File: src/rtl/mem_arbiter.sv
// mem_arbiter: shares one tagged memory port among the I-cache (0), the D-cache (1) and the
// evict path (2). Requests are granted round-robin and issued as a registered query that is
// held until memory accepts it. Each accepted load tag records its owner so that the memory
// answer can be routed back by tag.
//
// Ports:
//   clock, reset          rising-edge clock, asynchronous active-low reset
//   req_cmd/addr/data     per-requester command (NONE/LOAD/STORE), block address, store data
//   req_ack               per-requester accept tag, nonzero for the single accept cycle
//   rsp_tag, rsp_blk      per-requester answer tag (owner only), broadcast answer data
//   mem_qry_cmd/addr/data registered memory query
//   mem_ack               memory accept tag for the current query (0 = not accepted)
//   mem_ans_tag/blk       memory answer tag (0 = none) and data
//   busy                  a query is pending or some load tag is outstanding
//   err                   one-cycle pulse after a stray answer or a reused load tag
module mem_arbiter #(
   parameter int unsigned N      = 3,
   parameter int unsigned TAG_W  = 4,
   parameter int unsigned ADDR_W = 32,
   parameter int unsigned BLK_W  = 64
) (
   input  logic                         clock,
   input  logic                         reset,
   input  logic [N-1:0][1:0]            req_cmd,
   input  logic [N-1:0][ADDR_W-1:0]     req_addr,
   input  logic [N-1:0][BLK_W-1:0]      req_data,
   output logic [N-1:0][TAG_W-1:0]      req_ack,
   output logic [N-1:0][TAG_W-1:0]      rsp_tag,
   output logic [BLK_W-1:0]             rsp_blk,
   output logic [1:0]                   mem_qry_cmd,
   output logic [ADDR_W-1:0]            mem_qry_addr,
   output logic [BLK_W-1:0]             mem_qry_data,
   input  logic [TAG_W-1:0]             mem_ack,
   input  logic [TAG_W-1:0]             mem_ans_tag,
   input  logic [BLK_W-1:0]             mem_ans_blk,
   output logic                         busy,
   output logic                         err
);

   localparam int unsigned IDX_W = (N > 1) ? $clog2(N) : 1;
   localparam int unsigned DEPTH = 1 << TAG_W;

   localparam logic [1:0] CmdNone  = 2'd0;
   localparam logic [1:0] CmdLoad  = 2'd1;

   typedef enum logic [0:0] {StIdle, StIssue} state_e;

   state_e             state_q;
   logic [IDX_W-1:0]   grant_q;
   logic [IDX_W-1:0]   ptr_q;
   logic               err_q;
   logic [DEPTH-1:0]   own_vld_q;
   logic [IDX_W-1:0]   own_idx_q [DEPTH];

   logic               pick_vld;
   logic [IDX_W-1:0]   pick_idx;
   logic [IDX_W-1:0]   cand;
   logic               ack_fire;
   logic               load_ack;
   logic               ans_hit;
   logic               stray;
   logic               reuse;

   // First active requester at or after ptr_q, wrapping modulo N.
   always_comb begin
      pick_vld = 1'b0;
      pick_idx = '0;
      cand     = '0;
      for (int unsigned k = 0; k < N; k++) begin
         cand = IDX_W'((32'(ptr_q) + k) % N);
         if (!pick_vld && req_cmd[cand] != CmdNone) begin
            pick_vld = 1'b1;
            pick_idx = cand;
         end
      end
   end

   assign ack_fire = (state_q == StIssue) && (mem_ack != '0);
   assign load_ack = ack_fire && (mem_qry_cmd == CmdLoad);
   assign ans_hit  = (mem_ans_tag != '0) && own_vld_q[mem_ans_tag];
   assign stray    = (mem_ans_tag != '0) && !own_vld_q[mem_ans_tag];
   // An answer on the same tag frees the entry in this cycle, so that ack is not a reuse.
   assign reuse    = load_ack && own_vld_q[mem_ack] && !(ans_hit && (mem_ans_tag == mem_ack));

   always_comb begin
      req_ack = '0;
      if (ack_fire) req_ack[grant_q] = mem_ack;
   end

   always_comb begin
      rsp_tag = '0;
      if (ans_hit) rsp_tag[own_idx_q[mem_ans_tag]] = mem_ans_tag;
   end

   assign rsp_blk = mem_ans_blk;
   assign busy    = (state_q == StIssue) || (|own_vld_q);
   assign err     = err_q;

   always_ff @(posedge clock or negedge reset) begin
      if (!reset) begin
         state_q      <= StIdle;
         grant_q      <= '0;
         ptr_q        <= '0;
         err_q        <= 1'b0;
         mem_qry_cmd  <= CmdNone;
         mem_qry_addr <= '0;
         mem_qry_data <= '0;
         own_vld_q    <= '0;
         for (int unsigned t = 0; t < DEPTH; t++) own_idx_q[t] <= '0;
      end else begin
         err_q <= stray || reuse;
         if (ans_hit) own_vld_q[mem_ans_tag] <= 1'b0;
         case (state_q)
            StIdle: begin
               if (pick_vld) begin
                  mem_qry_cmd  <= req_cmd[pick_idx];
                  mem_qry_addr <= req_addr[pick_idx];
                  mem_qry_data <= req_data[pick_idx];
                  grant_q      <= pick_idx;
                  state_q      <= StIssue;
               end
            end
            StIssue: begin
               if (ack_fire) begin
                  // Later assignment wins over the answer-side clear on a same-tag collision.
                  if (load_ack) begin
                     own_vld_q[mem_ack] <= 1'b1;
                     own_idx_q[mem_ack] <= grant_q;
                  end
                  mem_qry_cmd <= CmdNone;
                  ptr_q       <= (grant_q == IDX_W'(N - 1)) ? '0 : grant_q + 1'b1;
                  state_q     <= StIdle;
               end
            end
            default: state_q <= StIdle;
         endcase
      end
   end

endmodule

File: config.mk
export PLATFORM = sky130hd
export DESIGN_NAME = mem_arbiter
export DESIGN_NICKNAME = d
export VERILOG_FILES = /design/src/rtl/mem_arbiter.sv
export SDC_FILE = /design/constraint.sdc
export NUM_CORES = 1
export LEC_CHECK = 0
export ABC_CLOCK_PERIOD_IN_PS = 6190
export CORE_AREA = 3 3 216 218
export CTS_CLUSTER_SIZE = 28
export DETAILED_ROUTE_END_ITERATION = 8
export DIE_AREA = 0 0 219 221
export PLACE_DENSITY = 0.49
export SLEW_MARGIN = 40
export SYNTH_ARGS = -nofsm -noshare
export SYNTH_HDL_FRONTEND = slang
export SYNTH_SLANG_ARGS = --single-unit
File: constraint.sdc
create_clock -name clock -period 6.19 [get_ports clock]
set_clock_uncertainty 0.1 [all_clocks]
set_input_delay 1.5475 -clock clock [delete_from_list [all_inputs] [get_ports clock]]
set_output_delay 1.5475 -clock clock [all_outputs]
set_load 0.1 [all_outputs]
==> impl_results.md, run 1 <==
- DRT met1 WL: around 14000 um
- Number of gates resized after cts: 0
- Run status: finished clean
- Non-filler cells, final: 1886
- Chip Height: 221 um
- Clk buf depth: 2
- Synth Flop Type: dfrtp_1
- Std cell rows: between 70 and 80
- Hold Crit Start: own_idx_q[30]
- Seq/Total Area, Yosys: 0.421
- Share of cells above drive strength 1: 0.180
- Placed insts: around 1900
- GRT overflow: 0
- Overall Global Routing Usage: 0.144
- Final setup fails: 0
- # DRC: 0
- Largest net degree at the start of global routing: 142
- Met3 routed wirelength: 2260 um
- Worst-path maximum fanout: 9
- Die W: roughly 220 um
- Fin. max-slew vios: 0
- Slew margin rel.: 0.442
- RSZ-0062 raised after global routing: false
- Post-Syn Instances: 958
- GPL Wtd Cong: 0.862
- Core Region: 45100 um^2
- CTS H-tree depth: 4
- Post-synth EDFFs: 0
- CP Launch Point: mem_ans_tag[0]
- Max-cap violation count: 0
- WP data arrival: 4.16 ns
- Clk Latency, worst-skew pair: 0.44 ns
- Worst Setup End Kind: output port
- Syn Std Cell Area: 9040 um^2
- Total number of vias: 8629
- Met2 routed WL: 17900 um
- Crit share post-route: 0.939
- Detailed Route Iter0 Violations: 475
- Fin crit period: 5.81 ns
- Initial antenna violation count: 1
- Vias in the first global route: 8834
- CP required: 4.54 ns
- Critical path class: in2out
- Distinct cell type count after synthesis: 53
- DIE AREA: just under 50000 um^2
- First-pass GRT wire length: approximately 53000 um
- Drt pass-1 iters: 5
- Hold WC Path Type: reg2reg
- RR Startpoint: ptr_q[1]
- ANT cells: 0
- Avg Cell Area, Syn: 9.44 um^2
- Worst Max-Slew Pin Slew: 0.838 ns
- WL/cell: 18.9 um
- Post-route ant nets: 0
- Number of port buffers: 427
- Nets: 1645
- Root Buffer: clkbuf_16
- CTS Sinks: 152
- Async SR Flop Fraction: 1.00
- Highest Clock Rate: 0.172 GHz
- Ports: 556
- Number of buffers created by CTS: 17
- Dpl hpwl: ~27000 um
- Post-CTS Setup Inserts: 0
- Initial core utilization: 0.201
- Total length of routed wires: about 36000 um
- Syn nets: 1330
- FF+latch count, synth: 152
- Nature of the critical path startpoint: input port
- Vias/cell: 4.58
- Final Hold Viols: 0
- CTS tree: done
- Top sig layer: met5
- Area Overhead vs Synth: 50.7%
- Count of warnings emitted by yosys: 0
- CTS clk-pin slew, worst paths: roughly 0.070 ns
- CTS hold repair buffers: 0
[cell usage after synthesis (4+ instances only)]
cell	number	area [um^2]
o2bb2ai_1	43	377
o31ai_1	45	338
a21oi_1	55	275
nor3_1	8	40.0
buf_1	9	33.8
buf_2	10	50.1
buf_4	65	488
mux2_2	31	349
a21o_1	13	97.6
nand2_1	75	282
dfrtp_1	152	3800
buf_6	5	56.3
clkbuf_1	57	214
mux4_2	20	450
mux2i_1	54	541
o22ai_1	55	344
ha_1	4	50.1
o21ai_0	28	140
nor2b_1	5	31.3
o21ai_1	20	100
nor2_1	137	514
nand3_1	9	45.0
nand2b_1	11	68.8
inv_1	5	18.8
nor4_1	4	25.0
[final cells by class]
class,instances,area [um^2]
clock buffer,17,425
clock inverter,15,156
fill,4783,31500
inverter,5,18.8
multi-input combinational,655,4420
sequential,152,3800
tap,600,751
timing repair buffer,442,4050
[kinds of logic (layout without fill, tap and decap cells)]
| logic type | after synthesis | in the layout | synth area share |
|---|---|---|---|
| AND/OR/NAND/NOR | 263 | 263 | 0.122 |
| multiplexers | 105 | 105 | 0.148 |
| AO/OA/AOI/OAI | 279 | 279 | 0.204 |
| adder cells (fa/ha/maj) | 4 | 4 | 0.00553 |
| flip-flops | 152 | 152 | 0.421 |
| XOR/XNOR | 4 | 4 | 0.00387 |
| buffers and inverters | 151 | 479 | 0.0952 |
[state kept, by name, summed over array words and instances (netlist names)]
signal / count
mem_qry_data: 64
mem_qry_cmd: 2
mem_qry_addr: 32
ptr_q: 2
state_q: 1
own_vld_q: 16
err: 1
grant_q: 2
own_idx_q: 32
[critical path: stages]
cell and delay, ns:
clkdlybuf4s50_1 0.80, mux4_2 0.57, mux4_2 0.49, or2_2 0.35, nor2_1 0.19, buf_12 0.21
[placed cells by master (no fill, tap or decap), drive strengths merged, types with 3 or more instances in the layout]
master,count
clkdlybuf4s50,302
dfrtp,152
buf,140
nor2,137
nand2,75
a21oi,55
o22ai,55
mux2i,54
o21ai,48
o31ai,45
o2bb2ai,43
mux2,31
mux4,20
clkbuf,17
inv,15
a21o,13
nand2b,11
nand3,9
nor3,9
nor2b,5
nor4,4
ha,4
or4,3
or2,3
o21a,3
[through the flow]
| stage | hold WS (ns) | TNS [ns] | setup WS, ns | cell area [um^2] | utilization |
|---|---|---|---|---|---|
| after floorplan | 0.325 | -0.187 | -0.0466 | 9040 | - |
| after global placement | 0.267 | 0 | 0.373 | 13500 | 0.300 |
| after detailed placement | 0.265 | 0 | 0.320 | 13000 | 0.289 |
| after CTS | 0.283 | 0 | 0.319 | 13600 | 0.302 |
| after global routing | 0.298 | 0 | 0.177 | 13600 | 0.302 |
| final | 0.278 | 0 | 0.380 | 13600 | 0.302 |
[path summary, 6_finish.rpt]
path | endpoint | slack [ns] | cells after the start
max | rsp_tag[3] | 0.38 | 6
min | own_idx_q[30] | 0.28 | 0
max reg2reg | mem_qry_addr[1] | 2.93 | 9
min reg2reg | own_idx_q[30] | 0.28 | 0
max in group asynchronous | mem_qry_addr[1] | 4.20 | 3
min in group asynchronous | mem_qry_data[34] | 0.96 | 2
[metal layers]
metal  global-route usage  up-vias
met1                0.171     4169
met3               0.0385       65
met2                0.245      361
met5                    0        -
met4               0.0583        2
li1                     -     4032
Power of run 1 is left out: the tool's default activity adds up to more than one toggle a clock period on the data nets, which glitch-free logic cannot reach.
==> run 2, diff against run 1 <==
Settings changed: CAP_MARGIN set to 20, SLEW_MARGIN 40 to unset.
==> impl_results.md, run 2 (same netlist as run 1, synthesis figures left out) <==
- Run status: finished clean
- Slew margin rel.: 0.292
- Die W: 219 um
- CP Buf/Inv Count: 2
- Vias/cell: 4.53
- Dpl hpwl: 26400 um
- CTS H-tree depth: 4
- Multi-input logic area: 4420 um^2
- Fill cells: approximately 4700
- Highest Clock Rate: 0.171 GHz
- Total number of vias: 8549
- Drt pass-1 iters: 5
- Flop pwr share: 0.188
- Detailed Route Iter0 Violations: ~430
- Number of port buffers: 427
- Static leakage: 5.61 nW
- Clk buf depth: 2
- Clock group share of total power: 0.111
- Final setup fails: 0
- Most flops, register: mem_qry_data
- WL/cell: ~19 um
- Nets: about 1600
- CTS Sinks: approximately 150
- Post-route ant nets: 0
- Number of buffers created by CTS: 17
- First-pass GRT wire length: 53800 um
- Core Region: roughly 45000 um^2
- Biggest regs: mem_qry_data: 64 flops, mem_qry_addr: 32 flops, own_idx_q: 32 flops
- CP required: 4.54 ns
- Overall Global Routing Usage: 0.144
- Worst-path maximum fanout: 9
- WP data arrival: 4.19 ns
- DIE AREA: 48400 um^2
- Largest net degree at the start of global routing: 153
- Power Total: 9.84 mW
- Place WS: 0.308 ns
- Pwr Density: roughly 700 nW/um^2
- Chip Height: 221 um
- Worst Setup End Kind: output port
- Final Hold Viols: 0
- Comb pwr share: 0.701
- Commonest non-fill, non-tap cell in the layout: clkdlybuf4s50_1
- Vias in the first global route: 8880
- Initial core utilization: 0.201
- Sw Pwr: 5.76 mW
- Most frequent cells in the layout: 402 x clkdlybuf4s50_1, 152 x dfrtp_1, 137 x nor2_1
- Root Buffer: clkbuf_16
- Max stage delay on crit path: slightly above 0.8 ns
- Number of gates resized after cts: 0
- Max-cap violation count: 0
- Slowest-stage cell, CP: clkdlybuf4s50_1
- Sw Share: 0.585
- Ports: 556
- CTS hold repair buffers: 0
- Area Overhead vs Synth: 56.2%
- Non-filler cells, final: approximately 1900
- Share of cells above drive strength 1: 0.102
- Delay-heaviest family, CP: multiplexers
- Fin crit period: slightly below 6 ns
- Total length of routed wires: roughly 36000 um
- Hold WC Path Type: reg2reg
- CTS clk-pin slew, worst paths: 0.07 ns
- Maximum vdd drop: approximately 0.00047 V
- Internal power: 4.08 mW
- Placed insts: approximately 1900
- Fin worst setup slack: 0.353 ns
- CP Cell Sequence: clkdlybuf4s50_1 -> mux4_2 -> mux4_2 -> or2_2 -> nor2_1 -> buf_12
- Std cell rows: 78
- # DRC: 0
- Nature of the critical path startpoint: input port
- Worst Max-Slew Pin Slew: ~1.1 ns
- Largest register FFs: 64
- Clk Latency, worst-skew pair: ~0.44 ns
- Initial antenna violation count: 3
- GRT overflow: 0
- Critical path class: in2out
- Register area: around 3800 um^2
- Fin. max-slew vios: 0
- Cell repeated most along the worst path: mux4_2
- Post-CTS Setup Inserts: 0
- Crit share post-route: 0.943
- CTS tree: done
- RSZ-0062 raised after global routing: false
- GPL Wtd Cong: 0.862
## run 2: through the flow
step	hold slack, ns	utilization	setup TNS (ns)	area (um^2)
final	0.278	0.313	0	14100
after global placement	0.267	0.300	0	13500
after global routing	0.296	0.313	0	14100
after CTS	0.285	0.313	0	14100
after floorplan	0.325	-	-0.187	9040
after detailed placement	0.266	0.300	0	13500
## run 2: area by class of cell
cell class	instances	area share
clock buffer	17	0.0301
sequential	152	0.269
clock inverter	15	0.0128
multi-input combinational	655	0.313
inverter	5	0.00133
antenna	2	0.000354
tap	600	0.0531
timing repair buffer	441	0.320
## run 2: layer usage
layer | vias up | part of all wire | global-route usage
met2 | 332 | 0.51 | 0.251
li1 | 4029 | - | -
met4 | 2 | 0.028 | 0.0521
met3 | 54 | 0.067 | 0.0434
met1 | 4132 | 0.40 | 0.167
met5 | - | 0.00031 | 0
## run 2: power groups by stage
stage | Combinational, mW | Clock [mW] | Sequential [mW]
2_1_floorplan | 3.01 | 0 | 4.13
3_3_place_gp | 6.96 | 0 | 1.87
3_5_place_dp | 6.97 | 0 | 1.86
4_1_cts | 6.98 | 1.13 | 1.86
5_1_grt | 7.31 | 1.16 | 1.91
6_report | 6.90 | 1.09 | 1.85
## run 2: final timing paths
path | cells after the start | slack [ns] | start | end
setup reg to reg | 9 | 2.93 | ptr_q[1] | mem_qry_addr[1]
hold / removal | 0 | 0.28 | own_idx_q[30] | own_idx_q[30]
setup / recovery | 6 | 0.35 | mem_ans_tag[0] | rsp_tag[1]
min in group asynchronous | 2 | 1.16 | reset | mem_qry_data[48]
hold reg to reg | 0 | 0.28 | own_idx_q[30] | own_idx_q[30]
max in group asynchronous | 2 | 4.19 | reset | mem_qry_data[21]
(Power assumes the default switching activity.)
